===== src/rtl/wave_pkg.sv =====
// Shared definitions for the wavetable channel: output-level codes, sample scaling
// and the length-counter width rule.
package wave_pkg;

  typedef enum logic [1:0] {
    LVL_MUTE    = 2'b00,
    LVL_FULL    = 2'b01,
    LVL_HALF    = 2'b10,
    LVL_QUARTER = 2'b11
  } level_code_e;

  // Widest sample the scaler handles; callers zero-extend and truncate.
  localparam int SCALE_W = 16;

  function automatic int len_cnt_w(input int len_w);
    return len_w + 1;
  endfunction

  function automatic logic [SCALE_W-1:0] scale_sample(input logic [SCALE_W-1:0] s,
                                                      input logic [1:0] code);
    logic [SCALE_W-1:0] r;
    r = '0;
    case (code)
      LVL_FULL:    r = s;
      LVL_HALF:    r = s >> 1;
      LVL_QUARTER: r = s >> 2;
      default:     r = '0;
    endcase
    return r;
  endfunction

endpackage


===== src/rtl/wave_ram.sv =====
// Sample RAM: one synchronous write port, combinational read (a same-cycle write
// is not seen by the read until after the edge).
module wave_ram #(
  parameter int SAMPLE_W = 4,
  parameter int DEPTH    = 32,
  localparam int AW      = $clog2(DEPTH)
) (
  input  logic                clk,
  input  logic                wr_en,
  input  logic [AW-1:0]       wr_addr,
  input  logic [SAMPLE_W-1:0] wr_data,
  input  logic [AW-1:0]       rd_addr,
  output logic [SAMPLE_W-1:0] rd_data
);

  logic [SAMPLE_W-1:0] mem [DEPTH];

  always_ff @(posedge clk) begin
    if (wr_en) mem[wr_addr] <= wr_data;
  end

  assign rd_data = mem[rd_addr];

endmodule


===== src/rtl/wave_channel.sv =====
// Wavetable sound channel: steps through sample RAM at a programmable period, scales
// the output and stops on length expiry. Optional banked RAM under WAVE_CHANNEL_BANK_EN.
module wave_channel
  import wave_pkg::*;
#(
  parameter int SAMPLE_W = 4,
  parameter int DEPTH    = 32,
  parameter int FREQ_W   = 11,
  parameter int LEN_W    = 8,
  localparam int ADDR_W  = $clog2(DEPTH),
`ifdef WAVE_CHANNEL_BANK_EN
  localparam int IDX_W   = ADDR_W + 1
`else
  localparam int IDX_W   = ADDR_W
`endif
) (
  input  logic                clk,
  input  logic                reset_n,
  input  logic                trigger,
  input  logic                dac_en,
  input  logic                length_load,
  input  logic [LEN_W-1:0]    length_data,
  input  logic                length_en,
  input  logic                length_tick,
  input  logic [1:0]          output_level,
  input  logic [FREQ_W-1:0]   freq_data,
  input  logic                wr_en,
  input  logic [ADDR_W-1:0]   wr_addr,
  input  logic [SAMPLE_W-1:0] wr_data,
`ifdef WAVE_CHANNEL_BANK_EN
  input  logic                bank_sel,
  input  logic                dim_mode,
`endif
  output logic [SAMPLE_W-1:0] level,
  output logic                active,
  output logic [IDX_W-1:0]    sample_idx
);

  localparam int TW  = FREQ_W + 1;
  localparam int LCW = len_cnt_w(LEN_W);
`ifdef WAVE_CHANNEL_BANK_EN
  localparam int RAM_DEPTH = 2 * DEPTH;
`else
  localparam int RAM_DEPTH = DEPTH;
`endif
  localparam int RAM_AW = $clog2(RAM_DEPTH);

  logic [TW-1:0]       timer, timer_nxt, period;
  logic [LCW-1:0]      len_cnt, len_nxt, len_full, len_load_val, len_base;
  logic [IDX_W-1:0]    idx_nxt, idx_inc;
  logic [SAMPLE_W-1:0] level_nxt, rd_data;
  logic                active_nxt, step, len_dec;
  logic                ram_wr_en;
  logic [RAM_AW-1:0]   ram_wr_addr, ram_rd_addr;

  assign period       = (TW'(1) << FREQ_W) - TW'(freq_data);
  assign len_full     = LCW'(1) << LEN_W;
  assign len_load_val = len_full - LCW'(length_data);

  // Position of the sample that the next step will play.
  always_comb begin
    idx_inc = sample_idx + IDX_W'(1);
`ifdef WAVE_CHANNEL_BANK_EN
    if (!dim_mode) idx_inc[IDX_W-1] = 1'b0;
`endif
  end

`ifdef WAVE_CHANNEL_BANK_EN
  // Playback bank is bank_sel, offset by the wide index in dim mode; CPU writes
  // land in the other bank and are dropped while both banks are playing.
  assign ram_rd_addr = {idx_inc[ADDR_W] ^ bank_sel, idx_inc[ADDR_W-1:0]};
  assign ram_wr_addr = {~bank_sel, wr_addr};
  assign ram_wr_en   = wr_en & ~dim_mode;
`else
  assign ram_rd_addr = idx_inc;
  assign ram_wr_addr = wr_addr;
  assign ram_wr_en   = wr_en;
`endif

  wave_ram #(
    .SAMPLE_W (SAMPLE_W),
    .DEPTH    (RAM_DEPTH)
  ) u_ram (
    .clk     (clk),
    .wr_en   (ram_wr_en),
    .wr_addr (ram_wr_addr),
    .wr_data (wr_data),
    .rd_addr (ram_rd_addr),
    .rd_data (rd_data)
  );

  always_comb begin
    step       = active && (timer == TW'(1));
    len_base   = length_load ? len_load_val : len_cnt;
    len_dec    = !trigger && !length_load && length_tick && length_en && (len_cnt != '0);
    active_nxt = active;
    timer_nxt  = timer;
    idx_nxt    = sample_idx;
    len_nxt    = len_cnt;
    level_nxt  = level;

    if (trigger) begin
      // Load is applied before the zero-reload check; a coincident tick is ignored.
      active_nxt = dac_en;
      timer_nxt  = period;
      idx_nxt    = '0;
      len_nxt    = (len_base == '0) ? len_full : len_base;
    end else begin
      len_nxt = len_dec ? (len_cnt - LCW'(1)) : len_base;
      if (!dac_en || (len_dec && len_cnt == LCW'(1))) active_nxt = 1'b0;
      if (active) begin
        timer_nxt = step ? period : (timer - TW'(1));
        if (step) idx_nxt = idx_inc;
      end
    end

    if (!active)
      level_nxt = '0;
    else if (step && !trigger)
      level_nxt = SAMPLE_W'(scale_sample(SCALE_W'(rd_data), output_level));
  end

  always_ff @(posedge clk or negedge reset_n) begin
    if (!reset_n) begin
      active     <= 1'b0;
      timer      <= '0;
      sample_idx <= '0;
      len_cnt    <= '0;
      level      <= '0;
    end else begin
      active     <= active_nxt;
      timer      <= timer_nxt;
      sample_idx <= idx_nxt;
      len_cnt    <= len_nxt;
      level      <= level_nxt;
    end
  end

endmodule


===== config.mk =====
export PLATFORM = sky130hd
export DESIGN_NAME = wave_channel
export DESIGN_NICKNAME = d
export VERILOG_FILES = /design/src/rtl/wave_pkg.sv /design/src/rtl/wave_ram.sv /design/src/rtl/wave_channel.sv
export SDC_FILE = /design/constraint.sdc
export NUM_CORES = 1
export LEC_CHECK = 0
export ABC_AREA = 1
export CAP_MARGIN = 25
export CELL_PAD_IN_SITES_DETAIL_PLACEMENT = 1
export CELL_PAD_IN_SITES_GLOBAL_PLACEMENT = 1
export CORE_MARGIN = 5
export CORE_UTILIZATION = 35
export DETAILED_ROUTE_END_ITERATION = 10
export GPL_TIMING_DRIVEN = 0
export MAX_ROUTING_LAYER = met4
export PLACE_DENSITY = 0.72
export SLEW_MARGIN = 5
export SYNTH_ARGS = -nofsm -noshare
export SYNTH_HDL_FRONTEND = slang
export SYNTH_HIERARCHICAL = 1
export SYNTH_SLANG_ARGS = --single-unit

===== constraint.sdc =====
create_clock -name clk -period 2.55 [get_ports clk]
set_clock_uncertainty 0.2 [all_clocks]
set_input_delay 0.51 -clock clk [delete_from_list [all_inputs] [get_ports clk]]
set_output_delay 0.51 -clock clk [all_outputs]
set_load 0.005 [all_outputs]

== After elaboration in Yosys (flattened, before gate mapping) ==
Memories as Yosys holds them, arrays and structs flattened.
Index checks and enable logic that the tools add are counted.
Operators by class
  add/sub/neg operators: 5
  equal/unequal tests: 6
  muxes and demuxes: 17
  reduce and logical (&&, ||, !) cells: 17
Operators with widths (number)
  $mux 12: 3
  $mux 9: 4
  $mux 5: 3
  $eq 12x1->1 const B: 1
  $pmux 4 s3: 1
  $sub 12x1->12 const B: 1
  $sub 12x11->12 const A: 1
  $eq 9x1->1 const B: 1
  $logic_not 9->1: 1
  $reduce_bool 9->1: 1
  $sub 9x1->9 const B: 1
  $sub 9x8->9 const A: 1
  $mux 4: 2
  $logic_and 1x1->1: 7
  $reduce_bool 2->1: 3
  $add 5x1->5 const B: 1
  $eq 2x2->1 const B: 2
  $mux 1: 4
  $logic_not 1->1: 3
  $eq 2x1->1 const B: 1
  $ne 2x1->1 const B: 1
  $reduce_and 2->1: 1
  $logic_or 1x1->1: 1
Storage, ports and cells
  register bits: 31
  bits in writable memories: 128
  output and inout bits: 10
  memories kept: 1
Memories
  u_ram.mem: depth 32, bits a word 4, read ports 1, clocked after memory_dff 0, wr ports 1, RTL line wave_ram.sv:16  | logic [SAMPLE_W-1:0] mem [DEPTH];

== Depth between registers and ports, before layout ==
  word-level depth: 9
  depth in mapped cells: 15
  depth with buffers taken out: 14

== Modules after synthesis ==
The synthesis kept the hierarchy.
By module, submodules not included
  wave_ram: times used 1, cells each 482, area an instance 5416.4 µm², sequential area each 3843.7 µm²
  wave_channel: times used 1, cells each 347, area an instance 2368.5 µm², sequential area each 775.7 µm²

== Worst setup path after synthesis ==
Ideal clock, no wire load.
  kind: register to register
  start: register sample_idx[0]
  end: register level[0]
  library setup time: 0.076 ns
  data arrival time: 1.903 ns
  required time: 2.274 ns
  path slack: 0.371 ns
  cell stages (with the launch flop): 15
  cell sequence: dfrtp_1 -> ha_1 -> xor2_1 -> buf_2 -> inv_1 -> buf_6 -> nand3_1 -> nand2_1 -> nand2_1 -> nand2_1 -> nand2_1 -> nand2_1 -> nand3_1 -> and3_1 -> o21ai_1
Between the ends
  longest elaborated chain between the ends: 5
RTL lines
  from (decl): RTL line wave_channel.sv:36  | output logic [IDX_W-1:0] sample_idx
  from (signal assigned): RTL line wave_channel.sv:133  | sample_idx <= idx_nxt;
  $add 5x1->5: RTL line wave_channel.sv:62  | idx_inc = sample_idx + IDX_W'(1);
  via idx_inc[2]: RTL line wave_channel.sv:50  | logic [IDX_W-1:0] idx_nxt, idx_inc;
  $mem_v2 32x4
  via rd_data[1]: RTL line wave_channel.sv:51  | logic [SAMPLE_W-1:0] level_nxt, rd_data;
  $pmux 4 s3: RTL line wave_pkg.sv:23  | case (code)
  $mux 4: RTL line wave_channel.sv:119  | else if (step && !trigger)
  $mux 4: RTL line wave_channel.sv:117  | if (!active)
  to (signal assigned): RTL line wave_channel.sv:135  | level <= level_nxt;
  to (decl): RTL line wave_channel.sv:34  | output logic [SAMPLE_W-1:0] level,
The timed path passes the listed nets, and every way through them passes these cells. The select of a mux whose other input is x is not followed.
A chain may end at the register's enable or synchronous reset.

== Final worst setup path ==
  start: register sample_idx[0]
  end: register level[1]
The elaborated chain is that of the path after synthesis.

==> results.yml <==
run_status:
  status: "finished clean"
cts:
  htree_levels: 4
  cts_buffers: 17
  cts.clk_slew.worst_paths_ns: 0.06
  cts_buffer_depth: 2
  cts_tree: "built"
  cts_root_buf: "clkbuf_16"
  clk_latency_ns: 0.43
  cts_sinks: 159
synth:
  ys_seq_area_share_pct: 59.3
  synth_edf_count: 128
  ys_top_cells_by_count: "nand2_1 (267), nand3_1 (148), edfxtp_1 (128)"
  yosysTopAreaCellShare_pct: 49.4
  yosys.cell_types.count: 39
  syn-num-nets: 874
  ys_async_sr_fraction_pct: 19.5
  syn_area_per_cell_um2: 9.39
  synthTopCellsByArea: "edfxtp_1 (49%), nand2_1 (13%), dfrtp_1 (10%)"
  synth_seq_cells: 159
  synth.most_common_cell: "nand2_1"
  yosys_warnings: 6
  synth_area_um2: 7780
  synth_area_leader_cell: "edfxtp_1"
  syn_inst: 829
  ys.flop_type: "edfxtp_1"
critical_path:
  worstSetupStartpointType: "register"
  setup.worst_path.class: "reg -> reg"
  crit_path_end: "level[1]$_DFFE_PN0P_"
  slowest_stage: "dfrtp_2"
  crit_top_cell: "nand2_1"
  cp.required_ns: 2.66
  r2r-end: "level[1]$_DFFE_PN0P_"
  r2r_cells: 15
  arrival_ns: 2.55
  path_cells: "ha_2 -> buf_4 -> inv_4 -> buf_6 -> nand3_1 -> nand3_1 -> nand2_1 -> nand2_1 -> nand2_1 -> nand2_1 -> nand2_1 -> nand3_1 -> nand2_1 -> a21oi_1 -> o21ai_1"
  reg2reg_slack_ns: 0.11
  r2r-start: "sample_idx[0]$_DFFE_PN0P_"
  end_kind: "register"
  crit_start: "sample_idx[0]$_DFFE_PN0P_"
  slowest_delay_ns: 0.43
  crit_fanout: 10
route:
  drt_iter0_markers: 281
  viasPerCell: 5.12
  wl_mm: 21.4
  drc: 0
  vias: 6135
  firstDrtPassIters: 5
  ant_nets: 0
  routedWlPerCell_um: 17.8
power:
  p_total_w: 0.00602
  pwr-share-comb_pct: 8.1
  seq_power_share_pct: 48.9
  ir_worst_vdd_uv: 502
  p_leak_nw: 3.71
  switching_power_w: 0.00148
  p_int_w: 0.00454
  clkPwrFrac_pct: 43.0
  swShare_pct: 24.6
  power_density_nw_per_um2: 641
finish:
  drive_above_1_share_pct: 12.1
  nets: 951
  multi_input_area_um2: 2740
  syn_to_final_growth_pct: 20.7
  design_area_um2: 9400
  seqCellArea_um2: 4620
  fin_cells: 1199
  n_antenna_cell: 0
  fillers: 2513
floorplanning:
  chipHeight_um: 159
  core_um2: 21900
  dieArea_um2: 25300
  pin_count: 48
  core.rowCount: 54
  chipWidth_um: 159
  start_util_pct: 35.6
place:
  hpwl_mm: 15.5
  dpl_worst_slack_ns: -0.0658
  gp_congestion: 0.791
  place_inst: 1160
  portBuffers: 47
  dpl_cell_area_um2: 8670
sta:
  fin_crit_ns: 2.44
  period_share_pct: 95.7
  slew_headroom_pct: 49.2
  hold_viol: 0
  setup_ws_ns: 0.110
  setup_viol: 0
  drv_slew: 0
  max_freq_mhz: 410
  worst_pin_slew_ns: 0.759
grt:
  grt-ovfl-total: 0
  grt_pass1_vias: 6397
  grt_max_degree: 32
  grt_pass1_wl_mm: 34.1
  antenna_found_initial: 0
  grt_use_total_pct: 17.5
job:
  maxCapViolations: 0
hold_path:
  worst_hold_path.num_cells: 2
  hold_class: "reg -> reg"
[cells in the final DEF (no fill, tap or decap), types with 3 or more instances in the layout]
| cell type | n |
|---|---|
| nand2_1 | 267 |
| clkbuf_16 | 17 |
| nand3_1 | 143 |
| inv_2 | 14 |
| buf_6 | 11 |
| ha_1 | 6 |
| dfrtp_1 | 30 |
| nand3_2 | 6 |
| a21oi_1 | 4 |
| clkdlybuf4s50_1 | 46 |
| nor2_2 | 5 |
| buf_2 | 9 |
| clkinv_2 | 3 |
| a31oi_1 | 3 |
| buf_8 | 4 |
| o211ai_1 | 6 |
| nand4_1 | 4 |
| edfxtp_1 | 128 |
| xor2_1 | 12 |
| inv_1 | 44 |
| o21ai_1 | 27 |
| inv_6 | 7 |
| buf_4 | 11 |
| o21ai_0 | 4 |
| nor2_1 | 69 |
[how the worst min path moves through the flow]
stage | slack (ns) | startpoint | end
finish | 0.28 | level[3]$_DFFE_PN0P_ | level[3]$_DFFE_PN0P_
global route | 0.32 | level[3]$_DFFE_PN0P_ | level[3]$_DFFE_PN0P_
CTS | 0.28 | level[3]$_DFFE_PN0P_ | level[3]$_DFFE_PN0P_
detailed placement | 0.27 | level[3]$_DFFE_PN0P_ | level[3]$_DFFE_PN0P_
global placement | 0.27 | level[3]$_DFFE_PN0P_ | level[3]$_DFFE_PN0P_
floorplan | 0.01 | reset_n | active$_DFFE_PN0P_
[per-stage QoR]
step                      hold WS (ns)  setup TNS, ns  util, %
after floorplan                 0.0144              0        -
after global placement           0.265         -0.234     39.3
after detailed placement         0.268         -0.343     39.6
after CTS                        0.283              0     42.6
after global routing             0.321        -0.0148     42.9
final                            0.278              0     42.9
[per-layer routing]
| metal | wire length, um | track usage (%) | up-vias |
|---|---|---|---|
| li1 | - | - | 2962 |
| met1 | 9700 | 21.8 | 3036 |
| met2 | 10600 | 29.6 | 114 |
| met3 | 764 | 2.95 | 23 |
| met4 | 312 | 5.00 | 0 |
| met5 | 0 | - | - |
[cells by family after synthesis]
kind of cell | Yosys count | synth area share (%)
compound gates | 52 | 4.26
xor+xnor | 15 | 1.69
fa+ha+maj | 7 | 1.12
buf+inv | 90 | 5.93
flops | 159 | 59.3
mux | 1 | 0.129
simple gates | 505 | 27.5
[layout make-up]
class	count	share of cell area (%)
multi-input cells	580	29.2
well taps	280	3.73
plain buffers	29	2.76
repair buffers	58	6.31
inverters	61	2.50
flip-flops and latches	159	49.2
clock buffers	17	4.53
clock inverters	15	1.84
[registers in the layout, indices dropped and copies added (netlist names)]
| register | flops |
|---|---|
| u_ram/mem | 128 |
| sample_idx | 5 |
| level | 4 |
| active | 1 |
| timer | 12 |
| len_cnt | 9 |
[worst max-delay path, delay by kind of cell (launching register included)]
kind	cells	cell delay (ns)
and+or+nand+nor	9	0.79
DFF	1	0.43
buffers and inverters	3	0.41
adders and majority gates	1	0.29
AOI/OAI and AO/OA	2	0.19
[what timing repair did]
item,CTS,global route
endpoints found under the hold margin,31,0
pin swaps,0,1
endpoints found under the setup margin,2,3
gates resized for setup,3,15
hold buffers,1,0
buffers inserted,4,2
[power by group through the flow]
stage	logic (W)	registers, W	clock network, W
floorplan	0.000278	0.00298	0
global placement	0.000466	0.00300	0
detailed placement	0.000491	0.00300	0
CTS	0.000497	0.00294	0.00262
global route	0.000552	0.00295	0.00275
finish	0.000489	0.00294	0.00258
(Power assumes the default switching activity.)
